### src/rtl/cpu_ctrl_fsm_pkg.sv
// Shared definitions for the 8-bit CPU controller: FSM states, instruction classes, opcodes, ALU codes.
// Latency: n/a (types and constants only).
// Backpressure: n/a.
package cpu_ctrl_fsm_pkg;

    // Controller sequencing states
    typedef enum logic [2:0] {
        ST_FETCH  = 3'd0,
        ST_DECODE = 3'd1,
        ST_FETCH2 = 3'd2,
        ST_EXEC   = 3'd3,
        ST_WB     = 3'd4,
        ST_HALT   = 3'd5
    } state_t;

    // How the controller has to sequence a given instruction
    typedef enum logic [2:0] {
        CLS_NOP = 3'd0,
        CLS_ALU = 3'd1,
        CLS_LDI = 3'd2,
        CLS_JMP = 3'd3,
        CLS_JZ  = 3'd4,
        CLS_HLT = 3'd5
    } op_class_t;

    // Instruction opcodes (IR[7:4])
    localparam logic [3:0] OP_NOP = 4'h0;
    localparam logic [3:0] OP_ADD = 4'h1;
    localparam logic [3:0] OP_SUB = 4'h2;
    localparam logic [3:0] OP_AND = 4'h3;
    localparam logic [3:0] OP_OR  = 4'h4;
    localparam logic [3:0] OP_MOV = 4'h5;
    localparam logic [3:0] OP_LDI = 4'h6;
    localparam logic [3:0] OP_JMP = 4'h7;
    localparam logic [3:0] OP_JZ  = 4'h8;
    localparam logic [3:0] OP_HLT = 4'hF;

    // ALU operation codes
    localparam logic [2:0] ALU_ADD    = 3'd0;
    localparam logic [2:0] ALU_SUB    = 3'd1;
    localparam logic [2:0] ALU_AND    = 3'd2;
    localparam logic [2:0] ALU_OR     = 3'd3;
    localparam logic [2:0] ALU_PASS_B = 3'd4;

    // Instruction field bit positions
    localparam int IR_OP_HI = 7;
    localparam int IR_OP_LO = 4;
    localparam int IR_X_HI  = 3;
    localparam int IR_X_LO  = 2;
    localparam int IR_Y_HI  = 1;
    localparam int IR_Y_LO  = 0;

    // States in which the controller owns an outstanding imem request
    function automatic logic is_fetch_state(input state_t s);
        return (s == ST_FETCH) || (s == ST_FETCH2);
    endfunction

endpackage

### src/rtl/cpu_ctrl_fsm_decode.sv
// Instruction decoder: splits the IR into register fields, sequencing class and ALU opcode.
// Latency: purely combinational, zero cycles.
// Backpressure: none; output follows the IR register.
// Ports: ir_i (instruction byte) -> x_o/y_o (register fields), cls_o (op class), alu_op_o (ALU code).
module cpu_ctrl_fsm_decode
    import cpu_ctrl_fsm_pkg::*;
(
    input  logic [7:0] ir_i,
    output logic [1:0] x_o,
    output logic [1:0] y_o,
    output op_class_t  cls_o,
    output logic [2:0] alu_op_o
);

    logic [3:0] opcode;

    assign opcode = ir_i[IR_OP_HI:IR_OP_LO];
    assign x_o    = ir_i[IR_X_HI:IR_X_LO];
    assign y_o    = ir_i[IR_Y_HI:IR_Y_LO];

    always_comb begin
        cls_o    = CLS_NOP;
        alu_op_o = ALU_ADD;
        case (opcode)
            OP_ADD: begin cls_o = CLS_ALU; alu_op_o = ALU_ADD;    end
            OP_SUB: begin cls_o = CLS_ALU; alu_op_o = ALU_SUB;    end
            OP_AND: begin cls_o = CLS_ALU; alu_op_o = ALU_AND;    end
            OP_OR:  begin cls_o = CLS_ALU; alu_op_o = ALU_OR;     end
            // MOV routes Y through the ALU so it also updates Z
            OP_MOV: begin cls_o = CLS_ALU; alu_op_o = ALU_PASS_B; end
            OP_LDI: cls_o = CLS_LDI;
            OP_JMP: cls_o = CLS_JMP;
            OP_JZ:  cls_o = CLS_JZ;
            OP_HLT: cls_o = CLS_HLT;
            // OP_NOP and the unassigned opcodes 9..E behave as NOP
            default: cls_o = CLS_NOP;
        endcase
    end

endmodule

### src/rtl/cpu_ctrl_fsm.sv
// Multi-cycle fetch/decode/execute controller of the 8-bit CPU; owns PC, IR, zero flag and immediate.
// Latency: NOP 2, ALU/MOV 4, LDI 4, JMP/JZ 3 cycles per instruction plus imem wait states.
// Backpressure: imem_req held with a stable imem_addr until imem_ack; the FSM stalls meanwhile.
// Ports: clk/rst_n; imem_req/imem_addr/imem_ack/imem_data fetch handshake; aa/ab/ad/wr RegFile
//        control; alu_op/imm_sel/imm datapath control; alu_zero flag input; halted status.
module cpu_ctrl_fsm
    import cpu_ctrl_fsm_pkg::*;
#(
    parameter int              PC_W   = 8,
    parameter logic [PC_W-1:0] RST_PC = '0
) (
    input  logic            clk,
    input  logic            rst_n,
    output logic            imem_req,
    output logic [PC_W-1:0] imem_addr,
    input  logic            imem_ack,
    input  logic [7:0]      imem_data,
    output logic [1:0]      aa,
    output logic [1:0]      ab,
    output logic [1:0]      ad,
    output logic            wr,
    output logic [2:0]      alu_op,
    output logic            imm_sel,
    output logic [7:0]      imm,
    input  logic            alu_zero,
    output logic            halted
);

    state_t          state_q, state_d;
    logic [PC_W-1:0] pc_q, pc_d;
    logic [7:0]      ir_q, ir_d;
    logic [7:0]      imm_q, imm_d;
    logic            z_q, z_d;
    logic            req_q, req_d;

    logic [1:0]      dec_x;
    logic [1:0]      dec_y;
    op_class_t       dec_cls;
    logic [2:0]      dec_alu_op;
    logic            ack_take;
    logic [PC_W-1:0] pc_inc;
    logic [PC_W-1:0] jmp_target;

    cpu_ctrl_fsm_decode u_decode (
        .ir_i     (ir_q),
        .x_o      (dec_x),
        .y_o      (dec_y),
        .cls_o    (dec_cls),
        .alu_op_o (dec_alu_op)
    );

    // An ack only counts when we are actually requesting
    assign ack_take   = req_q && imem_ack;
    assign pc_inc     = pc_q + PC_W'(1);
    assign jmp_target = PC_W'(imem_data);

    always_ff @(posedge clk or negedge rst_n) begin
        if (!rst_n) begin
            state_q <= ST_FETCH;
            pc_q    <= RST_PC;
            ir_q    <= '0;
            imm_q   <= '0;
            z_q     <= 1'b0;
            req_q   <= 1'b0;
        end else begin
            state_q <= state_d;
            pc_q    <= pc_d;
            ir_q    <= ir_d;
            imm_q   <= imm_d;
            z_q     <= z_d;
            req_q   <= req_d;
        end
    end

    always_comb begin
        state_d = state_q;
        pc_d    = pc_q;
        ir_d    = ir_q;
        imm_d   = imm_q;
        z_d     = z_q;

        case (state_q)
            ST_FETCH: begin
                if (ack_take) begin
                    ir_d    = imem_data;
                    pc_d    = pc_inc;
                    state_d = ST_DECODE;
                end
            end
            ST_DECODE: begin
                case (dec_cls)
                    CLS_NOP: state_d = ST_FETCH;
                    CLS_HLT: state_d = ST_HALT;
                    CLS_ALU: state_d = ST_EXEC;
                    default: state_d = ST_FETCH2;
                endcase
            end
            ST_FETCH2: begin
                if (ack_take) begin
                    pc_d    = pc_inc;
                    state_d = ST_FETCH;
                    case (dec_cls)
                        CLS_LDI: begin
                            imm_d   = imem_data;
                            state_d = ST_WB;
                        end
                        // Jump target wins over the increment on the same edge
                        CLS_JMP: pc_d = jmp_target;
                        CLS_JZ:  if (z_q) pc_d = jmp_target;
                        default: ;
                    endcase
                end
            end
            ST_EXEC: begin
                z_d     = alu_zero;
                state_d = ST_WB;
            end
            ST_WB:   state_d = ST_FETCH;
            ST_HALT: state_d = ST_HALT;
            default: state_d = ST_FETCH;
        endcase

        // Registered request: asserted in every cycle spent in a fetch state except the
        // very first cycle out of reset, and dropped on the edge that consumes the ack.
        req_d = is_fetch_state(state_d);
    end

    // All outputs come from registered state; the register fields stay valid from
    // DECODE through WB because the IR only changes on a fetch ack.
    assign imem_req  = req_q;
    assign imem_addr = pc_q;
    assign aa        = dec_x;
    assign ab        = dec_y;
    assign ad        = dec_x;
    assign wr        = (state_q == ST_WB);
    assign alu_op    = dec_alu_op;
    assign imm_sel   = (dec_cls == CLS_LDI);
    assign imm       = imm_q;
    assign halted    = (state_q == ST_HALT);

endmodule

### config.mk
export PLATFORM = sky130hd
export DESIGN_NAME = cpu_ctrl_fsm
export DESIGN_NICKNAME = d
export VERILOG_FILES = /design/src/rtl/cpu_ctrl_fsm_pkg.sv /design/src/rtl/cpu_ctrl_fsm_decode.sv /design/src/rtl/cpu_ctrl_fsm.sv
export SDC_FILE = /design/constraint.sdc
export NUM_CORES = 1
export LEC_CHECK = 0
export ABC_AREA = 1
export BUFFER_PORTS_ARGS = -buffer_cell sky130_fd_sc_hd__buf_2
export CAP_MARGIN = 10
export CORE_UTILIZATION = 50
export DETAILED_ROUTE_END_ITERATION = 6
export PLACE_DENSITY = 0.72
export SYNTH_ARGS = -nofsm -noshare
export SYNTH_HDL_FRONTEND = slang
export SYNTH_HIERARCHICAL = 1
export SYNTH_SLANG_ARGS = --single-unit
export TNS_END_PERCENT = 5
### constraint.sdc
create_clock -name clk -period 4.7 [get_ports clk]
set_input_delay 0.47 -clock clk [delete_from_list [all_inputs] [get_ports clk]]
set_output_delay 0.47 -clock clk [all_outputs]
set_load 0.02 [all_outputs]
==> flow_summary_export.csv <==
group,metric,value,unit
global_route,grt_first_pass_wirelength,5300,µm
critical_path,cp_max_fo,6,
critical_path,reg2reg_depth,11,
sta,max_freq,0.477,GHz
floorplan,rows,19,
synth,synth.top_cells.by_area,"dfrtp_1, nand2_1, o21ai_0, inv_1, nand3_1",
synth,avgSynthCellArea,7.50,µm²
floorplan,start_util,54.9,%
synth,synth_adder_area_share,0.799,%
sta,fin_crit_sh,44.6,%
critical_path,rr_startpoint,"ir_q[5]",
critical_path,end_kind,"output port",
sta,finalSetupTns,0,ps
routing,routed_wl,3270,µm
power_and_ir_drop,power_density,632,mW/mm²
synth,ys_ff_latch,29,
synth,netlist_area,0.00157,mm²
critical_path,r2r_setup_slack,2680,ps
place,place_congestion,0.910,
cts,clk_pin_slew,100,ps
routing,drt_pre_antenna_iters,7,
sta,slew_headroom,51.8,%
layout,fillers,275,
synth,synth.mux.area_fraction,0,%
hold_path,min_path_type,"in -> async",
cts,post_cts_buffers,0,
global_route,grt_max_degree,30,
synth,synth_top_area_share,46.3,%
sta,hold_violations,0,
critical_path,r2r_end,"imem_addr[7]",
synth,synthXorXnorAreaFrac,0.559,%
floorplan,die_w,58.0,µm
global_route,antenna_found_initial,0,
layout,antenna_cells,0,
power_and_ir_drop,leakage,0.992,nW
cts,cts_tree,"done",
sta,rsz0062_at_grt,"no",
global_route,grt_remaining_overflow,0,
floorplan,chipHeight,58.0,µm
critical_path,criticalPathCategory,"reg -> out",
cts,clk_latency,340,ps
synth,yosys.area_share.simple,29.3,%
layout,nets,259,
routing,wl_per_cell,11.8,µm
synth,syn_nets,222,
synth,synth_cells,209,
global_route,grt_pass1_vias,1207,
layout,post-route-util,62.9,%
routing,drcViolationCount,4,
routing,drtIter0Drc,83,
routing,vias,1439,
cts,cts_inserted_buffers,5,
cts,cts_hold_buf,0,
sta,fin_skew,10.8,ps
global_route,grt_use_total,21.0,%
cts,cts.sinks,29,
job,max-cap-violations,0,
cts,h-tree-depth,2,
status,run_status,"complete, but fails checks",
synth,synth_cell_types,23,
critical_path,cp-start-kind,"register",
synth,synth_top_family_by_area,"simple AND/OR/NAND/NOR gates",
place,port_buffers,40,
floorplan,core_area,0.00285,mm²
floorplan,fp.dieArea,0.00336,mm²
layout,area_growth,14.5,%
cts,cts-root-buf,"clkbuf_4",
synth,seq_area_frac_synth,46.3,%
critical_path,critPathArrivalTime,1630,ps
cts,cts_buffer_depth,2,
sta,tightest_slew,720,ps
status,violations,"DRC",
sta,finalCriticalPeriod,2100,ps
routing,ant_nets,0,
cts,postCtsResizedCells,0,
layout,drive_gt1_share,23.5,%
critical_path,cp.required,4230,ps
sta,drv_slew,0,
synth,yosysTopAreaCell,"dfrtp_1",
routing,viasPerCell,5.18,
floorplan,ios,41,
place,place.detailed.hpwl,2370,µm
sta,setup-violations-final,0,
power_and_ir_drop,peakVddDrop,0.000284,V
synth,synth_warnings,6,
synth,synth_compound_area_share,12.5,%
sequential cells by signal, summed over array words and instances (netlist names):
name and flops:
imem_addr 8, imem_req 1, imm 8, ir_q 8
state_q 3, z_q 1
logic make-up after synthesis:
logic type / after synthesis
compound gates: 38
simple gates: 104
xor+xnor: 1
fa+ha+maj: 1
flops: 29
buf+inv: 36
worst max-delay path, stage by stage, from the launching register on:
cell and delay (ps):
dfrtp_1 460, inv_2 70, nand2_1 60, nand2_1 60, a21oi_1 370, nor3_2 110
buf_2 180
Yosys cell counts, drive strengths merged:
cell type	n
a31oi	2
nand3b	2
nor3	3
a21oi	14
a21o	1
nand3	17
dfrtp	29
ha	1
nand4	3
xor2	1
nor2	23
nand2	55
and2	1
inv	26
o21ai	21
buf	10
metal layers:
layer  track usage [%]  wire length [µm]
met5                 0                 0
met4              9.18                46
met3              6.03               156
met2              31.7              1450
met1              28.2              1620
cells in the final DEF, fill, tap and decap left out, drive strengths merged, types with 3 or more instances in the layout:
master   n
dfrtp   29
buf     40
nand2   55
inv     26
nand3   17
o21ai   21
clkbuf   5
nand4    3
a21oi   14
nor2    23
nor3     3
through the flow:
stage,area [µm²],power [mW],std cells,setup WS (ps),hold slack [ps]
finish,1790,1.13,278,2600,141
global route,1790,1.23,278,2450,191
CTS,1790,1.14,278,2590,154
detailed placement,1740,0.987,270,2720,471
global placement,1740,0.979,270,2780,465
floorplan,1570,0.862,209,2880,174
worst max-delay path by stage:
stage               startpoint      endpoint  slack (ps)  cells past startpoint
floorplan              ir_q[6]        imm[5]        2880                      9
global placement       ir_q[5]  imem_addr[5]        2780                     11
detailed placement     ir_q[5]  imem_addr[5]        2720                     11
CTS                    ir_q[5]       imm_sel        2590                      6
global route           ir_q[5]  imem_addr[7]        2450                     11
finish                 ir_q[5]       imm_sel        2600                      6
final cells by class:
| class | count | area [µm²] | share of cell area, % |
|---|---|---|---|
| timing repair buffer | 40 | 200 | 11.2 |
| sequential | 29 | 726 | 40.5 |
| inverter | 26 | 97.6 | 5.44 |
| tap | 31 | 38.8 | 2.16 |
| clock buffer | 5 | 37.5 | 2.09 |
| clock inverter | 3 | 17.5 | 0.977 |
| multi-input combinational | 144 | 676 | 37.7 |
power by group:
part	total, mW	internal [mW]	leakage (nW)	switching (mW)
clock network	0.150	0.0563	0.0310	0.0937
registers	0.429	0.340	0.367	0.0891
logic	0.554	0.180	0.594	0.374
total	1.13	0.577	0.992	0.556
(Power assumes the default switching activity.)
